$ cat src/rtl/sdram_arb_pkg.sv
// Shared types and constants for the SDRAM arbiter.
package sdram_arb_pkg;

  localparam int SDRAM_ADDR_W = 25;

  typedef enum logic [1:0] {
    IDLE     = 2'd0,
    CPU_XFER = 2'd1,
    DMA_XFER = 2'd2,
    DONE     = 2'd3
  } arb_state_t;

  typedef enum logic {
    OWN_CPU = 1'b0,
    OWN_DMA = 1'b1
  } owner_t;

endpackage

$ cat src/rtl/sdram_arbiter.sv
// SDRAM arbiter: shares one SDRAM adapter port between the CPU window and a DMA engine.
// The CPU has fixed priority unless SDRAM_ARB_FAIRNESS_EN is defined, in which case a
// streak counter hands the port to a waiting DMA after STARVE_LIMIT back-to-back CPU grants.
//
// state    | meaning
// IDLE     | port free, grant decided this cycle
// CPU_XFER | CPU access outstanding at the adapter
// DMA_XFER | DMA access outstanding at the adapter
// DONE     | one cycle after adapter completion (CPU released / DMA acked)
module sdram_arbiter
  import sdram_arb_pkg::*;
#(
  parameter int STARVE_LIMIT = 4
) (
  input  logic                    clk,
  input  logic                    rst,
  input  logic                    i_cpu_cs,
  input  logic                    i_cpu_rwb,
  input  logic [SDRAM_ADDR_W-1:0] i_cpu_addr,
  input  logic [7:0]              i_cpu_data,
  output logic                    o_cpu_wait,
  input  logic                    i_dma_req,
  input  logic                    i_dma_rwb,
  input  logic [SDRAM_ADDR_W-1:0] i_dma_addr,
  input  logic [7:0]              i_dma_data,
  output logic                    o_dma_ack,
  output logic [7:0]              o_rd_data,
  output logic                    o_mem_req,
  output logic                    o_mem_rwb,
  output logic [SDRAM_ADDR_W-1:0] o_mem_addr,
  output logic [7:0]              o_mem_wdata,
  input  logic [7:0]              i_mem_data,
  input  logic                    i_mem_done
);

  arb_state_t state, state_nxt;
  owner_t     owner;
  logic       grant_cpu;
  logic       grant_dma;
  logic       dma_first;
  logic       in_xfer;

  assign in_xfer = (state == CPU_XFER) || (state == DMA_XFER);

`ifdef SDRAM_ARB_FAIRNESS_EN
  localparam int STREAK_W = $clog2(STARVE_LIMIT + 1);

  logic [STREAK_W-1:0] streak;

  assign dma_first = i_dma_req && (streak == STREAK_W'(STARVE_LIMIT));

  // Count CPU grants that bypassed a waiting DMA; reset once DMA is served or stops asking.
  always_ff @(posedge clk) begin
    if (rst) begin
      streak <= '0;
    end else if (grant_dma || ((state == IDLE) && !i_dma_req)) begin
      streak <= '0;
    end else if (grant_cpu && i_dma_req) begin
      streak <= streak + STREAK_W'(1);
    end
  end
`else
  assign dma_first = 1'b0;
`endif

  // Next-state and grant decision.
  always_comb begin
    state_nxt = state;
    grant_cpu = 1'b0;
    grant_dma = 1'b0;
    case (state)
      IDLE: begin
        if (dma_first) begin
          grant_dma = 1'b1;
          state_nxt = DMA_XFER;
        end else if (i_cpu_cs) begin
          grant_cpu = 1'b1;
          state_nxt = CPU_XFER;
        end else if (i_dma_req) begin
          grant_dma = 1'b1;
          state_nxt = DMA_XFER;
        end
      end
      CPU_XFER, DMA_XFER: begin
        if (i_mem_done) state_nxt = DONE;
      end
      DONE:    state_nxt = IDLE;
      default: state_nxt = IDLE;
    endcase
  end

  // State, owner, adapter request fields and read-data capture.
  always_ff @(posedge clk) begin
    if (rst) begin
      state       <= IDLE;
      owner       <= OWN_CPU;
      o_mem_req   <= 1'b0;
      o_mem_rwb   <= 1'b1;
      o_mem_addr  <= '0;
      o_mem_wdata <= '0;
      o_rd_data   <= '0;
    end else begin
      state <= state_nxt;
      if (grant_cpu) begin
        owner       <= OWN_CPU;
        o_mem_req   <= 1'b1;
        o_mem_rwb   <= i_cpu_rwb;
        o_mem_addr  <= i_cpu_addr;
        o_mem_wdata <= i_cpu_data;
      end else if (grant_dma) begin
        owner       <= OWN_DMA;
        o_mem_req   <= 1'b1;
        o_mem_rwb   <= i_dma_rwb;
        o_mem_addr  <= i_dma_addr;
        o_mem_wdata <= i_dma_data;
      end
      if (in_xfer && i_mem_done) begin
        o_mem_req <= 1'b0;
        // A CPU that walked away from its access gets nothing back.
        if (o_mem_rwb && !((owner == OWN_CPU) && !i_cpu_cs)) begin
          o_rd_data <= i_mem_data;
        end
      end
    end
  end

  assign o_dma_ack  = (state == DONE) && (owner == OWN_DMA);
  assign o_cpu_wait = i_cpu_cs && !((state == DONE) && (owner == OWN_CPU));

endmodule

$ cat config.mk
export PLATFORM = sky130hd
export DESIGN_NAME = sdram_arbiter
export DESIGN_NICKNAME = d
export VERILOG_FILES = /design/src/rtl/sdram_arb_pkg.sv /design/src/rtl/sdram_arbiter.sv
export SDC_FILE = /design/constraint.sdc
export NUM_CORES = 1
export LEC_CHECK = 0
export ABC_AREA = 1
export BUFFER_PORTS_ARGS = -buffer_cell sky130_fd_sc_hd__buf_2
export CAP_MARGIN = 20
export CORE_MARGIN = 10
export CORE_UTILIZATION = 40
export DETAILED_ROUTE_END_ITERATION = 8
export PLACE_DENSITY = 0.72
export SYNTH_ARGS = -nofsm -noshare
export SYNTH_HDL_FRONTEND = slang
export SYNTH_SLANG_ARGS = --single-unit
$ cat constraint.sdc
create_clock -name clk -period 1.75 [get_ports clk]
set_input_delay 0.175 -clock clk [delete_from_list [all_inputs] [get_ports clk]]
set_output_delay 0.175 -clock clk [all_outputs]
set_load 0.03 [all_outputs]
After elaboration in Yosys (flattened, before gate mapping)
Cells that the tools add are included.
{"block": "word_totals", "romBits": 0, "in_bits": 81, "regBits": 46, "word_cells": 47, "memories": 0, "mem_bits_rw": 0, "latchBits": 0, "output_inout_bits": 45}
{"block": "classes", "reduce_logical": 17, "n_addsub": 0, "muxes": 17, "n_bitwise": 1, "shift": 0, "eq_ne": 5, "div": 0, "mul": 0, "order_cmp": 0}
{"op": "$mux 25", "count": 2}
{"op": "$mux 8", "count": 2}
{"op": "$mux 1", "count": 9}
{"op": "$logic_and 1x1->1", "count": 6}
{"op": "$mux 2", "count": 3}
{"op": "$pmux 2 s3", "count": 1}
{"op": "$reduce_or 2->1", "count": 3}
{"op": "$eq 2x2->1 const B", "count": 2}
{"op": "$reduce_and 2->1", "count": 2}
{"op": "$logic_not 1->1", "count": 3}
{"op": "$ne 3x3->1 const B", "count": 1}
{"op": "$eq 2x1->1 const B", "count": 1}
{"op": "$logic_not 2->1", "count": 1}
{"op": "$ne 2x2->1 const B", "count": 1}
{"op": "$reduce_bool 2->1", "count": 1}
{"op": "$logic_or 1x1->1", "count": 1}
{"op": "$not 1->1", "count": 1}

Logic depth before layout (Yosys ltp)
{"block": "depth", "ltp_word": 5, "depth_mapped": 10}

Worst setup path before layout
Ideal clock, no wire load.
{"block": "synth_timing", "path_type": "register -> register", "from": "reg state[0]", "to": "reg o_rd_data[5]", "n_path_buf": 1, "arrival_time_ns": 1.273, "required_ns": 1.637, "setup_slack_ns": 0.364, "stages_incl_launch_ff": 9, "setup_time_ns": 0.113, "path_cell_list": "dfxtp_1 inv_1 ha_1 nand3_1 nor2_2 buf_4 nand2_1 nand2_1 nor2_1"}
{"block": "synth_between", "elab_chain_len": 4, "word_cells_on_any_way": 5, "classes_between": "2 x eq/ne; 3 x reduce/logical"}
{"item": "start: declaration", "line_no": "sdram_arbiter.sv:36", "text": "arb_state_t state, state_nxt;"}
{"item": "start signal: assignment", "line_no": "sdram_arbiter.sv:103", "text": "state <= state_nxt;"}
{"item": "$eq 2x1->1 or $eq 2x2->1 (tied branches)", "line_no": "sdram_arbiter.sv:43", "text": "assign in_xfer = (state == CPU_XFER) || (state == DMA_XFER);"}
{"item": "$logic_or 1x1->1 (*)", "line_no": "sdram_arbiter.sv:43"}
{"item": "$logic_and 1x1->1 (*)", "line_no": "sdram_arbiter.sv:117", "text": "if (in_xfer && i_mem_done) begin"}
{"item": "$reduce_and 2->1 (no source line) (*)"}
{"item": "end signal: assignment", "line_no": "sdram_arbiter.sv:121", "text": "o_rd_data <= i_mem_data;"}
{"item": "end: declaration", "line_no": "sdram_arbiter.sv:27", "text": "output logic [7:0] o_rd_data,"}
Mark *: on every way between the ends. The rest lies on a longest branch, timed or not.
A chain may end at the register's enable or synchronous reset.

Final worst setup path
{"block": "layout_timing", "from": "reg state[0]", "to": "reg state[0]"}
{"block": "layout_between", "elab_chain_len": 4, "word_cells_on_any_way": 9, "classes_between": "5 x eq/ne; 1 x mux; 3 x reduce/logical"}
{"item": "$eq 2x1->1 or $eq 2x2->1 (tied branches)", "line_no": "sdram_arbiter.sv:71", "text": "case (state)"}
{"item": "$reduce_or 2->1", "line_no": "sdram_arbiter.sv:71"}
{"item": "$ne 2x2->1 (no source line)"}
{"item": "$reduce_and 2->1 (no source line)"}
Several ways; a longest one is shown, not always the timed one.

==> results by group <==
Critical path
  – Critical path class: register to register
  – Most used cell, CP: nor2_1
  – Crit path arrival time: around 1700 ps
  – Setup crit end kind: register
  – Worst path required time: 1940 ps
  – Crit-path cells: inv_1 -> ha_1 -> nand2_4 -> buf_6 -> o21ai_0 -> nor2_1 -> nor2_1
  – Reg2reg setup slack: 210 ps
  – CP bufs+invs: 2
  – Crit path max-delay family: simple AND/OR/NAND/NOR gates
  – CP max stage cell: dfxtp_1
  – Startpoint Class: register
  – CP max FO: 27
  – Critical Path Max Stage Delay: 350 ps

STA
  – RSZ-0062 raised after global routing: no
  – Tcrit/Tclk final: 88.2%
  – F_max: 648 MHz
  – Final clock skew: 7.04 ps
  – Max_slew headroom: 62.2%
  – Least-Margin Pin Slew: 565 ps
  – Setup violations, final: 0
  – Max-slew violation count: 0
  – Final hold violations: 0
  – Total Neg Setup Slack: 0 ps
  – Final min period: between 1500 and 2000 ps

Route
  – DR vias: 2560
  – Final wirelength: 6730 um
  – Routed wire length per instance: 11.1 um
  – Top layer in use: met4
  – Vias per cell: 4.21
  – Initial drt markers: 67
  – Met2 WL: around 3100 um
  – DR DRC count: 0
  – Post-route ant nets: 0
  – DRT Pass-1 Iters: 4
  – Routed met3 length: 572 um
  – M1 WL: between 2000 and 3000 um

Clock network
  – Clock-pin slew on the worst setup and hold paths: around 80 ps
  – Root buf cell: clkbuf_8
  – CTS tree: yes
  – Post-CTS Setup Bufs: 0
  – Total CTS buffers: 5
  – H-tree Lvls: 2
  – Post-CTS resize count: 1
  – Clock sink total: 46
  – Cts hold-fix bufs: 0
  – CTS Buffer Depth: 2
  – Clk_lat worst skew: a little under 300 ps

Place
  – Hpwl dp: about 5300 um
  – Input/output buffers: between 100 and 150
  – Cells after DPL: 601
  – Routability cong.: 0.761

Global route
  – Initial antenna violation count: 0
  – Largest net degree at the start of global routing: 35
  – Vias in the first global route: 2511
  – Overflow after GRT: 0
  – Gr usage total: roughly 14%
  – First-pass GRT wire length: 11400 um

Final layout
  – Final core occ: between 50% and 60%
  – Nets: 616
  – Final std cells w/o fill: 608
  – P&R area growth vs syn: 32.5%
  – Antenna cells: 0
  – Layout cell share with drive strength beyond 1: a little over a quarter
  – Fill count: 602

Logic synthesis
  – Leading area contributor after synthesis: dfxtp_1
  – Synth Warn #: 0
  – Area share of the largest cell type after synthesis: 38.6%
  – Mean area per synthesized cell: 5.76 um^2
  – Post-synth ARST share: 0%
  – Main area contributors after synthesis: dfxtp_1 39%, nand2_1 31%, nor2_1 14%
  – Cell count after synthesis: 414
  – Post-synthesis cell area: 2390 um^2
  – EDFF count, synth: 0
  – Register bit total from synthesis: between 40 and 50
  – Library cells used by synthesis: 18
  – Net Count, Synth: roughly 500
  – Seq/Total Area, Yosys: 38.6%
  – Main synth FF type: dfxtp_1
  – Count leader, synth: nand2_1
  – Commonest cells post-synth: 196 x nand2_1, 88 x nor2_1, 49 x inv_1

Floorplanning
  – Die Span X: slightly below 100 um
  – Starting Density: 40.8%
  – Die ar.: around 9500 um^2
  – Core area: 5850 um^2
  – FP Rows: 28
  – Ports: 126
  – Die height: 97.2 um

Pwr
  – Static Leak: just under 0.002 uW
  – Peak VDD IR: 0.000736 V
  – P per Cell Area: 1730 nW/um^2

Run
  – Number of max-cap violations: 0

Status
  – Status: finished, final reports clean

Min path
  – HP Class: input pin to register
through the flow:
stage	cell area (um^2)	power [uW]	hold WS, ps	setup slack (ps)
2_1_floorplan	2390	4070	263	364
3_3_place_gp	3070	4830	398	14.7
3_5_place_dp	3070	4890	397	-57.3
4_1_cts	3150	5520	81.7	65.9
5_1_grt	3160	6050	106	47.5
6_report	3160	5460	95.9	207
metal layers:
layer  GRT usage (%)  vias to the layer above
met2            23.3                       80
met5               0                        -
met4            3.80                        0
li1                -                     1427
met3            5.83                        9
met1            16.0                     1044
worst register-to-register path, delay by kind of cell (launching register included):
| kind | cells | cell delay (ps) |
|---|---|---|
| and+or+nand+nor | 3 | 370 |
| DFF | 1 | 350 |
| adders and majority gates | 1 | 310 |
| buffers and inverters | 2 | 300 |
| AOI/OAI and AO/OA | 1 | 120 |
logic make-up after synthesis:
group                    synth area share (%)
AND/OR/NAND/NOR                          45.6
buffers and inverters                    12.8
AO/OA/AOI/OAI                            1.94
adder cells (fa/ha/maj)                  1.05
flip-flops                               38.6
area by class of cell:
class | instances | area, um^2 | area share, %
multi-input cells | 298 | 1170 | 37.1
flip-flops and latches | 46 | 921 | 29.1
repair buffers | 131 | 699 | 22.1
inverters | 51 | 199 | 6.29
well taps | 75 | 93.8 | 2.97
clock buffers | 7 | 76.3 | 2.41
worst paths after layout:
kind	depth (start not counted)	from	end
max	7	state[0]	state[0]
min	3	rst	o_mem_rwb
max reg2reg	7	state[0]	state[0]
min reg2reg	2	o_rd_data[1]	o_rd_data[1]
power breakdown:
group | leakage [uW] | total, uW | internal [uW] | switching (uW)
combinational | 0.00150 | 3240 | 1050 | 2190
clock | 0.0000383 | 613 | 276 | 337
sequential | 0.000381 | 1610 | 1430 | 176
sequential cells by signal (all words and copies together) (netlist names):
name,count
o_rd_data,8
o_mem_wdata,8
state,2
owner,1
o_mem_req,1
o_mem_rwb,1
o_mem_addr,25
layout by cell type, fill, tap and decap left out, drive strengths merged, types with 2 or more instances in the layout:
| cell | instances |
|---|---|
| nand2 | 197 |
| buf | 131 |
| nor2 | 89 |
| inv | 50 |
| dfxtp | 46 |
| clkbuf | 7 |
| a21oi | 4 |
| o21ai | 3 |
| nand3 | 2 |
| ha | 2 |
Note: power is estimated with default switching activity, not from simulation.
